===== config.mk =====
export PLATFORM = sky130hd
export DESIGN_NAME = fetch_ctrl_flat
export DESIGN_NICKNAME = d
export VERILOG_FILES = /design/src/rtl/fetch_ctrl_if.sv /design/src/rtl/fetch_ctrl.sv /design/src/flat_wrapper.sv
export SDC_FILE = /design/constraint.sdc
export NUM_CORES = 1
export LEC_CHECK = 0
export BUFFER_PORTS_ARGS = -buffer_cell sky130_fd_sc_hd__buf_2
export CORE_ASPECT_RATIO = 1.5
export CORE_MARGIN = 2
export CORE_UTILIZATION = 47
export DETAILED_ROUTE_END_ITERATION = 8
export GPL_ROUTABILITY_DRIVEN = 0
export PLACE_DENSITY = 0.81
export SETUP_SLACK_MARGIN = 0.15
export SYNTH_ARGS = -nofsm -noshare
export SYNTH_HDL_FRONTEND = slang
export SYNTH_SLANG_ARGS = --single-unit

===== constraint.sdc =====
create_clock -name clk -period 3.2 [get_ports clk]
set_input_delay 0.32 -clock clk [delete_from_list [all_inputs] [get_ports clk]]
set_output_delay 0.32 -clock clk [all_outputs]
set_load 0.05 [all_outputs]

===== src/rtl/fetch_ctrl_if.sv =====
// Handshake bundle between the fetch sequencer, instruction memory, decode
// and the next-PC unit.
`ifndef DATA_WIDTH
`define DATA_WIDTH 32
`endif

interface fetch_ctrl_if #(
  parameter int unsigned DATA_WIDTH = `DATA_WIDTH
) ();
  logic                  imem_req_valid;
  logic                  imem_req_ready;
  logic [DATA_WIDTH-1:0] imem_req_addr;
  logic                  imem_rsp_valid;
  logic [31:0]           imem_rsp_data;
  logic                  instr_valid;
  logic                  instr_ready;
  logic [31:0]           instr_data;
  logic [DATA_WIDTH-1:0] instr_pc;
  logic                  redirect_valid;
  logic [DATA_WIDTH-1:0] redirect_pc;
  logic [DATA_WIDTH-1:0] fetch_pc;
  logic                  misalign_err;

  modport master (
    output imem_req_valid, imem_req_addr, instr_valid, instr_data, instr_pc,
           fetch_pc, misalign_err,
    input  imem_req_ready, imem_rsp_valid, imem_rsp_data, instr_ready,
           redirect_valid, redirect_pc
  );

  modport slave (
    input  imem_req_valid, imem_req_addr, instr_valid, instr_data, instr_pc,
           fetch_pc, misalign_err,
    output imem_req_ready, imem_rsp_valid, imem_rsp_data, instr_ready,
           redirect_valid, redirect_pc
  );
endinterface


===== src/rtl/fetch_ctrl.sv =====
// Instruction-fetch sequencer: owns the PC, issues one imem request at a time,
// holds the fetched instruction for decode and squashes fetches on redirect.
`ifndef DATA_WIDTH
`define DATA_WIDTH 32
`endif

module fetch_ctrl #(
  parameter int unsigned           DATA_WIDTH = `DATA_WIDTH,
  parameter logic [DATA_WIDTH-1:0] RESET_PC   = '0
) (
  input logic          clk,
  input logic          rst,
  fetch_ctrl_if.master bus
);

  typedef enum logic [2:0] {
    ST_FETCH,
    ST_WAIT,
    ST_HOLD,
    ST_DRAIN,
    ST_HALT
  } state_t;

  state_t                r_state;
  state_t                w_next;
  logic [DATA_WIDTH-1:0] r_pc;
  logic [DATA_WIDTH-1:0] r_instr_pc;
  logic [31:0]           r_instr_data;
  logic                  r_misalign;

  logic w_req_hs;
  logic w_redir_ok;
  logic w_redir_bad;

  assign w_req_hs    = (r_state == ST_FETCH) && bus.imem_req_ready;
  assign w_redir_ok  = bus.redirect_valid && (r_state != ST_HALT) &&
                       (bus.redirect_pc[1:0] == 2'b00);
  assign w_redir_bad = bus.redirect_valid && (r_state != ST_HALT) &&
                       (bus.redirect_pc[1:0] != 2'b00);

  always_ff @(posedge clk) begin
    if (rst) r_state <= ST_FETCH;
    else     r_state <= w_next;
  end

  // A redirect racing an accepted request or a pending response leaves one
  // response still owed, which DRAIN absorbs; if it lands the same cycle it is
  // absorbed immediately and fetch resumes at the new PC.
  always_comb begin
    w_next = r_state;
    unique case (r_state)
      ST_FETCH: if (w_req_hs) w_next = w_redir_ok ? ST_DRAIN : ST_WAIT;
      ST_WAIT: begin
        if (bus.imem_rsp_valid) w_next = w_redir_ok ? ST_FETCH : ST_HOLD;
        else if (w_redir_ok)    w_next = ST_DRAIN;
      end
      ST_HOLD:  if (w_redir_ok || bus.instr_ready) w_next = ST_FETCH;
      ST_DRAIN: if (bus.imem_rsp_valid) w_next = ST_FETCH;
      ST_HALT:  w_next = ST_HALT;
      default:  w_next = ST_FETCH;
    endcase
    if (w_redir_bad) w_next = ST_HALT;
  end

  always_ff @(posedge clk) begin
    if (rst) begin
      r_pc         <= RESET_PC;
      r_instr_pc   <= '0;
      r_instr_data <= '0;
      r_misalign   <= 1'b0;
    end else begin
      if (w_redir_ok)
        r_pc <= bus.redirect_pc;
      else if ((r_state == ST_HOLD) && bus.instr_ready && !bus.redirect_valid)
        r_pc <= r_pc + DATA_WIDTH'(4);

      if ((r_state == ST_WAIT) && bus.imem_rsp_valid && !bus.redirect_valid) begin
        r_instr_data <= bus.imem_rsp_data;
        r_instr_pc   <= r_pc;
      end

      if (w_redir_bad) r_misalign <= 1'b1;
    end
  end

  always_comb begin
    bus.imem_req_valid = (r_state == ST_FETCH);
    bus.imem_req_addr  = r_pc;
    bus.instr_valid    = (r_state == ST_HOLD);
    bus.instr_data     = r_instr_data;
    bus.instr_pc       = r_instr_pc;
    bus.fetch_pc       = r_pc;
    bus.misalign_err   = r_misalign;
  end

endmodule


===== src/flat_wrapper.sv =====
// flat-port wrapper written by rule: the top's interface ports become plain ports
module fetch_ctrl_flat 
#(
  parameter int unsigned           DATA_WIDTH = `DATA_WIDTH,
  parameter logic [DATA_WIDTH-1:0] RESET_PC   = '0
)
  (clk, rst, bus_imem_req_valid, bus_imem_req_addr, bus_instr_valid, bus_instr_data, bus_instr_pc, bus_fetch_pc, bus_misalign_err, bus_imem_req_ready, bus_imem_rsp_valid, bus_imem_rsp_data, bus_instr_ready, bus_redirect_valid, bus_redirect_pc);
  fetch_ctrl_if #(.DATA_WIDTH(DATA_WIDTH)) bus_i ();
  input logic clk;
  input logic rst;
  output wire logic [$bits(bus_i.imem_req_valid)-1:0] bus_imem_req_valid;
  output wire logic [$bits(bus_i.imem_req_addr)-1:0] bus_imem_req_addr;
  output wire logic [$bits(bus_i.instr_valid)-1:0] bus_instr_valid;
  output wire logic [$bits(bus_i.instr_data)-1:0] bus_instr_data;
  output wire logic [$bits(bus_i.instr_pc)-1:0] bus_instr_pc;
  output wire logic [$bits(bus_i.fetch_pc)-1:0] bus_fetch_pc;
  output wire logic [$bits(bus_i.misalign_err)-1:0] bus_misalign_err;
  input wire logic [$bits(bus_i.imem_req_ready)-1:0] bus_imem_req_ready;
  input wire logic [$bits(bus_i.imem_rsp_valid)-1:0] bus_imem_rsp_valid;
  input wire logic [$bits(bus_i.imem_rsp_data)-1:0] bus_imem_rsp_data;
  input wire logic [$bits(bus_i.instr_ready)-1:0] bus_instr_ready;
  input wire logic [$bits(bus_i.redirect_valid)-1:0] bus_redirect_valid;
  input wire logic [$bits(bus_i.redirect_pc)-1:0] bus_redirect_pc;
  assign bus_imem_req_valid = bus_i.imem_req_valid;
  assign bus_imem_req_addr = bus_i.imem_req_addr;
  assign bus_instr_valid = bus_i.instr_valid;
  assign bus_instr_data = bus_i.instr_data;
  assign bus_instr_pc = bus_i.instr_pc;
  assign bus_fetch_pc = bus_i.fetch_pc;
  assign bus_misalign_err = bus_i.misalign_err;
  assign bus_i.imem_req_ready = bus_imem_req_ready;
  assign bus_i.imem_rsp_valid = bus_imem_rsp_valid;
  assign bus_i.imem_rsp_data = bus_imem_rsp_data;
  assign bus_i.instr_ready = bus_instr_ready;
  assign bus_i.redirect_valid = bus_redirect_valid;
  assign bus_i.redirect_pc = bus_redirect_pc;
  fetch_ctrl #(.DATA_WIDTH(DATA_WIDTH), .RESET_PC(RESET_PC)) u_core (.clk(clk), .rst(rst), .bus(bus_i));
endmodule

* Word level (Yosys, flattened, before mapping)
Index checks and enable logic that the tools add are counted.
** Word-level totals
- Register bits :: 100
- Latch bits :: 0
- RAM bits :: 0
- Memory bits (read-only) :: 0
- Input port bits :: 70
- Memories :: 0
** Operators by class
- Add/sub/neg operators :: 1
- $mul :: 0
- Div/mod/pow operators :: 0
- Order comparisons :: 0
- Equality and inequality tests :: 13
- Shift operators :: 0
- Mux-type cells :: 11
- Bitwise gates (word level) :: 0
- Reduce and logical (&&, ||, !) cells :: 17
** Operator list (number)
- 32-bit two-way mux :: 2
- 32-bit by 3-bit adder with 32-bit output (second input constant) :: 1
- 3-bit two-way mux :: 6
- 3-bit one-hot mux with 5 select lines :: 1
- 1-bit logical AND :: 8
- 4-bit AND reduction :: 2
- 3-bit by 2-bit == test with 1-bit output (second input constant) :: 2
- 3-bit by 1-bit != test with 1-bit output (second input constant) :: 2
- 3-bit by 2-bit != test with 1-bit output (second input constant) :: 2
- 2-bit two-way mux :: 2
- 2-bit by 1-bit != test with 1-bit output (second input constant) :: 2
- 4-bit by 2-bit != test with 1-bit output (second input constant) :: 1
- 2-bit nonzero test :: 2
- 3-bit by 1-bit == test with 1-bit output (second input constant) :: 1
- 3-bit == test (second input constant) :: 1
- 3-bit logical NOT :: 1
- 3-bit != test (second input constant) :: 1
- 2-bit logical NOT :: 1
- 2-bit != test (second input constant) :: 1
- 2-bit OR reduction :: 1
- 1-bit logical NOT :: 1
- 1-bit logical OR :: 1

* Logic depth before layout (Yosys ltp)
- Word-level depth :: 7
- Mapped depth :: 8
- Gate-level depth less buffers :: 6

* Worst setup path before layout
OpenSTA, ideal clock, no wires.
- Kind :: reg-to-reg
- Start :: register u_core.r_pc[3] (netlist: u_core.bus.fetch_pc[3])
- End :: register u_core.r_pc[14] (netlist: u_core.bus.fetch_pc[14])
- Data arrival time :: 2.328 ns
- Data required time :: 3.109 ns
- Setup slack :: 0.781 ns
- Stages on the path, launching flop included :: 7
- Clock period less this slack :: 2.419 ns
- Cells stage by stage :: dfxtp_1 > ha_1 > nand3b_1 > or4_4 > buf_6 > or3_1 > a311oi_1
** On the way
- Word-level cells in the longest chain between the ends :: 3
** RTL lines
- start, declared :: line fetch_ctrl.sv:26 : logic [DATA_WIDTH-1:0] r_pc;
- start signal, assigned :: line fetch_ctrl.sv:73 : r_pc <= bus.redirect_pc;
- start signal, assigned :: line fetch_ctrl.sv:75 : r_pc <= r_pc + DATA_WIDTH'(4);
- 32-bit by 3-bit adder with 32-bit output :: line fetch_ctrl.sv:75
- 32-bit two-way mux :: line fetch_ctrl.sv:74 : else if ((r_state == ST_HOLD) && bus.instr_ready && !bus.redirect_valid)
- 32-bit two-way mux :: line fetch_ctrl.sv:72 : if (w_redir_ok)
Every way passes these cells. The select of a mux whose other input is x is not followed.
A chain may end at the register's enable or synchronous reset.

* Worst setup path after layout
- Start :: register u_core.r_state[1]
- End :: register u_core.r_pc[14] (netlist: u_core.bus.fetch_pc[14])
** On the way
- Word-level cells in the longest chain between the ends :: 4
- Elaborated cells on any way between the ends :: 8
- Those cells by class :: eq/ne (2); mux (1); reduce/logical (5)
** RTL lines
- start, declared :: line fetch_ctrl.sv:24 : state_t r_state;
- start signal, assigned :: line fetch_ctrl.sv:43 : else r_state <= w_next;
- 3-bit != test / 3-bit by 2-bit == test with 1-bit output (equally long branches) :: line fetch_ctrl.sv:36, fetch_ctrl.sv:74
- 1-bit logical AND (on tied branches) (2 in series) :: line fetch_ctrl.sv:36, fetch_ctrl.sv:74
- 32-bit two-way mux / 2-bit nonzero test (equally long branches)
Several ways; a longest one is shown, not always the timed one.

==> results.py <==
metrics = {
    "clock_tree": {
        "clk_pin_slew_ns": 0.07,
        "cts_tree": "done",
        "postCtsHoldBufs": 0,
        "root_buffer": "clkbuf_16",
        "cts_max_level": 3,
        "ctsResizeCount": 0,
        "clockBufferDepth": 2,
        "post_cts_buffers": 0,
        "clock_latency_ns": 0.34,
        "cts_num_sinks": 100,
        "numCtsBuffers": 9,
    },
    "pwr": {
        "clkPwrFrac_pct": 37.6,
        "swShare_pct": 28.8,
        "p_sw_mw": 0.776,
        "pwr-share-comb_pct": 13.4,
        "p_total_mw": 2.69,
        "leakage_nw": 2.35,
        "intPower_mw": 1.91,
        "powerDensity_nw_per_um2": 496,
        "irDropWorstVdd_mv": 0.372,
        "p_seq_share_pct": 49.0,
    },
    "place": {
        "port_buffers": 200,
        "dp.cells": 796,
        "hpwlAfterDp_um": 8320,
    },
    "critical_path": {
        "cp.required_ns": 3.44,
        "crit_path_start": "u_core.r_state[1]",
        "r2r-start": "u_core.r_state[1]",
        "endpoint_kind": "register",
        "cp_max_fo": 11,
        "start_kind": "register",
        "critPathKind": "register to register",
        "arrival_ns": 2.60,
    },
    "detailed_routing": {
        "wl_per_cell_um": 14.3,
        "drc_errors": 0,
        "antenna_left": 0,
        "routed-via-count": 4217,
        "vias_per_cell": 5.19,
        "wl_um": 11600,
        "drt_iter0_markers": 128,
        "first_pass_iters": 4,
    },
    "floorplanning": {
        "start_util_pct": 48.7,
        "fp.dieW_um": 82.4,
        "die_y_um": 122,
        "die-area_um2": 10000,
        "pin_count": 201,
        "num_rows": 42,
        "core-area_um2": 8880,
    },
    "sta": {
        "slew_violations": 0,
        "rsz0062_at_grt": "no",
        "finalClockSkew_ns": 0.0112,
        "tns_ns": 0,
        "timing.hold.ws_ns": 0.180,
        "finalSetupViolCount": 0,
        "fmax_ghz": 0.423,
        "tightest_slew_ns": 1.17,
        "report.final.hold_viol_count": 0,
        "fin_crit_ns": 2.36,
        "slew_headroom_pct": 21.8,
        "post-route-period-util_pct": 73.9,
    },
    "run_status": {
        "status": "finished, final reports clean",
    },
    "cells_and_area": {
        "synthToLayoutAreaGrowth_pct": 25.1,
        "final_cell_mix": "buf_2, nand2_1, dfxtp_1, a21oi_1, nor2_1",
        "final_core_util_pct": 61.0,
        "fin_cells": 812,
        "final_nets": 768,
        "drive_gt1_share_pct": 32.4,
        "final_common_cell": "buf_2",
    },
    "yosys": {
        "synth.net_count": 617,
        "syn_area_per_cell_um2": 7.93,
        "synth_area_um2": 4330,
        "synth_cell_types": 32,
        "yosys_warnings": 0,
        "synth-seq-cells": 100,
        "ys_seq_area_share_pct": 46.2,
        "synth_cells": 546,
    },
    "global_route": {
        "grt_pass1_vias": 3814,
        "grt_pass1_wl_um": 18000,
        "grt_max_degree": 101,
        "grt_usage_pct": 23.2,
        "grt_overflow": 0,
        "antenna_found_initial": 1,
    },
    "run": {
        "drv_cap": 0,
    },
    "min_path": {
        "min_from": "bus_redirect_pc[28]",
        "hp-class": "input pin to register",
    },
}
## cell usage after synthesis
cell type	instances	area, um2
a22oi_1	1	7.51
or3_1	9	56.3
nand2b_1	3	18.8
inv_1	4	15.0
or3b_2	1	8.76
nor4_1	6	37.5
nor3_4	1	16.3
buf_6	2	22.5
ha_1	1	12.5
o21ai_0	10	50.1
a311oi_1	8	70.1
nor3_1	6	30.0
a21oi_1	70	350
nor3b_1	2	15.0
a211oi_1	19	143
or3b_1	1	8.76
dfxtp_1	100	2000
or4_4	2	22.5
o31ai_1	2	15.0
nand4_1	14	87.6
nor2_1	37	139
nand3_1	8	40.0
nand2_1	145	544
and2_1	1	6.26
clkbuf_1	30	113
and4_1	2	17.5
xor2_1	10	87.6
nand3b_1	2	15.0
or4_1	2	15.0
buf_4	33	248
and3_1	3	18.8
xnor2_1	11	96.3
## final cells by class
cell class | count | area [um2]
clock buffer | 10 | 239
tap | 110 | 138
inverter | 4 | 15.0
clock inverter | 5 | 38.8
antenna | 1 | 2.50
fill | 801 | 3460
multi-input combinational | 377 | 1940
timing repair buffer | 205 | 1040
sequential | 100 | 2000
## power by group through the flow
stage | sequential [mW] | clock (mW) | combinational, mW
floorplan | 1.43 | 0 | 0.189
global placement | 1.34 | 0 | 0.357
detailed placement | 1.35 | 0 | 0.360
CTS | 1.32 | 1.03 | 0.361
global route | 1.32 | 1.09 | 0.383
finish | 1.32 | 1.01 | 0.360
## routing by layer
metal / vias up / GRT usage, % / part of all wire, %
met3: 17 / 4.52 / 6.0
met2: 147 / 40.5 / 51
met1: 1929 / 26.8 / 41
li1: 2124 / - / -
met5: - / 0 / 0
met4: 0 / 9.79 / 2.0
## critical path, cell delays in order (launching register included)
cell and delay [ns]:
dfxtp_1 0.45, or3b_1 0.53, or4_4 0.65, or3_1 0.37
a311oi_1 0.27
## cells by family (layout without fill, tap and decap cells)
kind of cell | count (synthesis) | after routing | synth area share (%)
AND/OR/NAND/NOR | 245 | 245 | 25.3
AO/OA/AOI/OAI | 110 | 110 | 14.7
buffers and inverters | 69 | 224 | 9.19
other | 0 | 1 | 0
adder cells (fa/ha/maj) | 1 | 1 | 0.289
flip-flops | 100 | 100 | 46.2
XOR/XNOR | 21 | 21 | 4.25
## metrics by stage
| stage | area [um2] | worst slack (ns) |
|---|---|---|
| floorplan | 4330 | 0.781 |
| global placement | 5140 | 0.938 |
| detailed placement | 5140 | 0.856 |
| CTS | 5420 | 0.837 |
| global route | 5420 | 0.684 |
| finish | 5420 | 0.836 |
## state kept, by name, indices dropped and copies added, names as in the netlist
signal	cells
u_core.bus.instr_data	32
u_core.r_state	3
u_core.bus.fetch_pc	32
u_core.bus.instr_pc	32
u_core.bus.misalign_err	1
## worst paths after layout
path,endpoint,slack (ns),depth (start not counted)
setup / recovery,u_core.bus.fetch_pc[14],0.84,4
hold / removal,u_core.bus.fetch_pc[28],0.18,3
setup reg to reg,u_core.bus.fetch_pc[14],0.84,4
hold reg to reg,u_core.bus.instr_data[7],0.45,2
No activity file was read; power rests on OpenSTA's default activity.
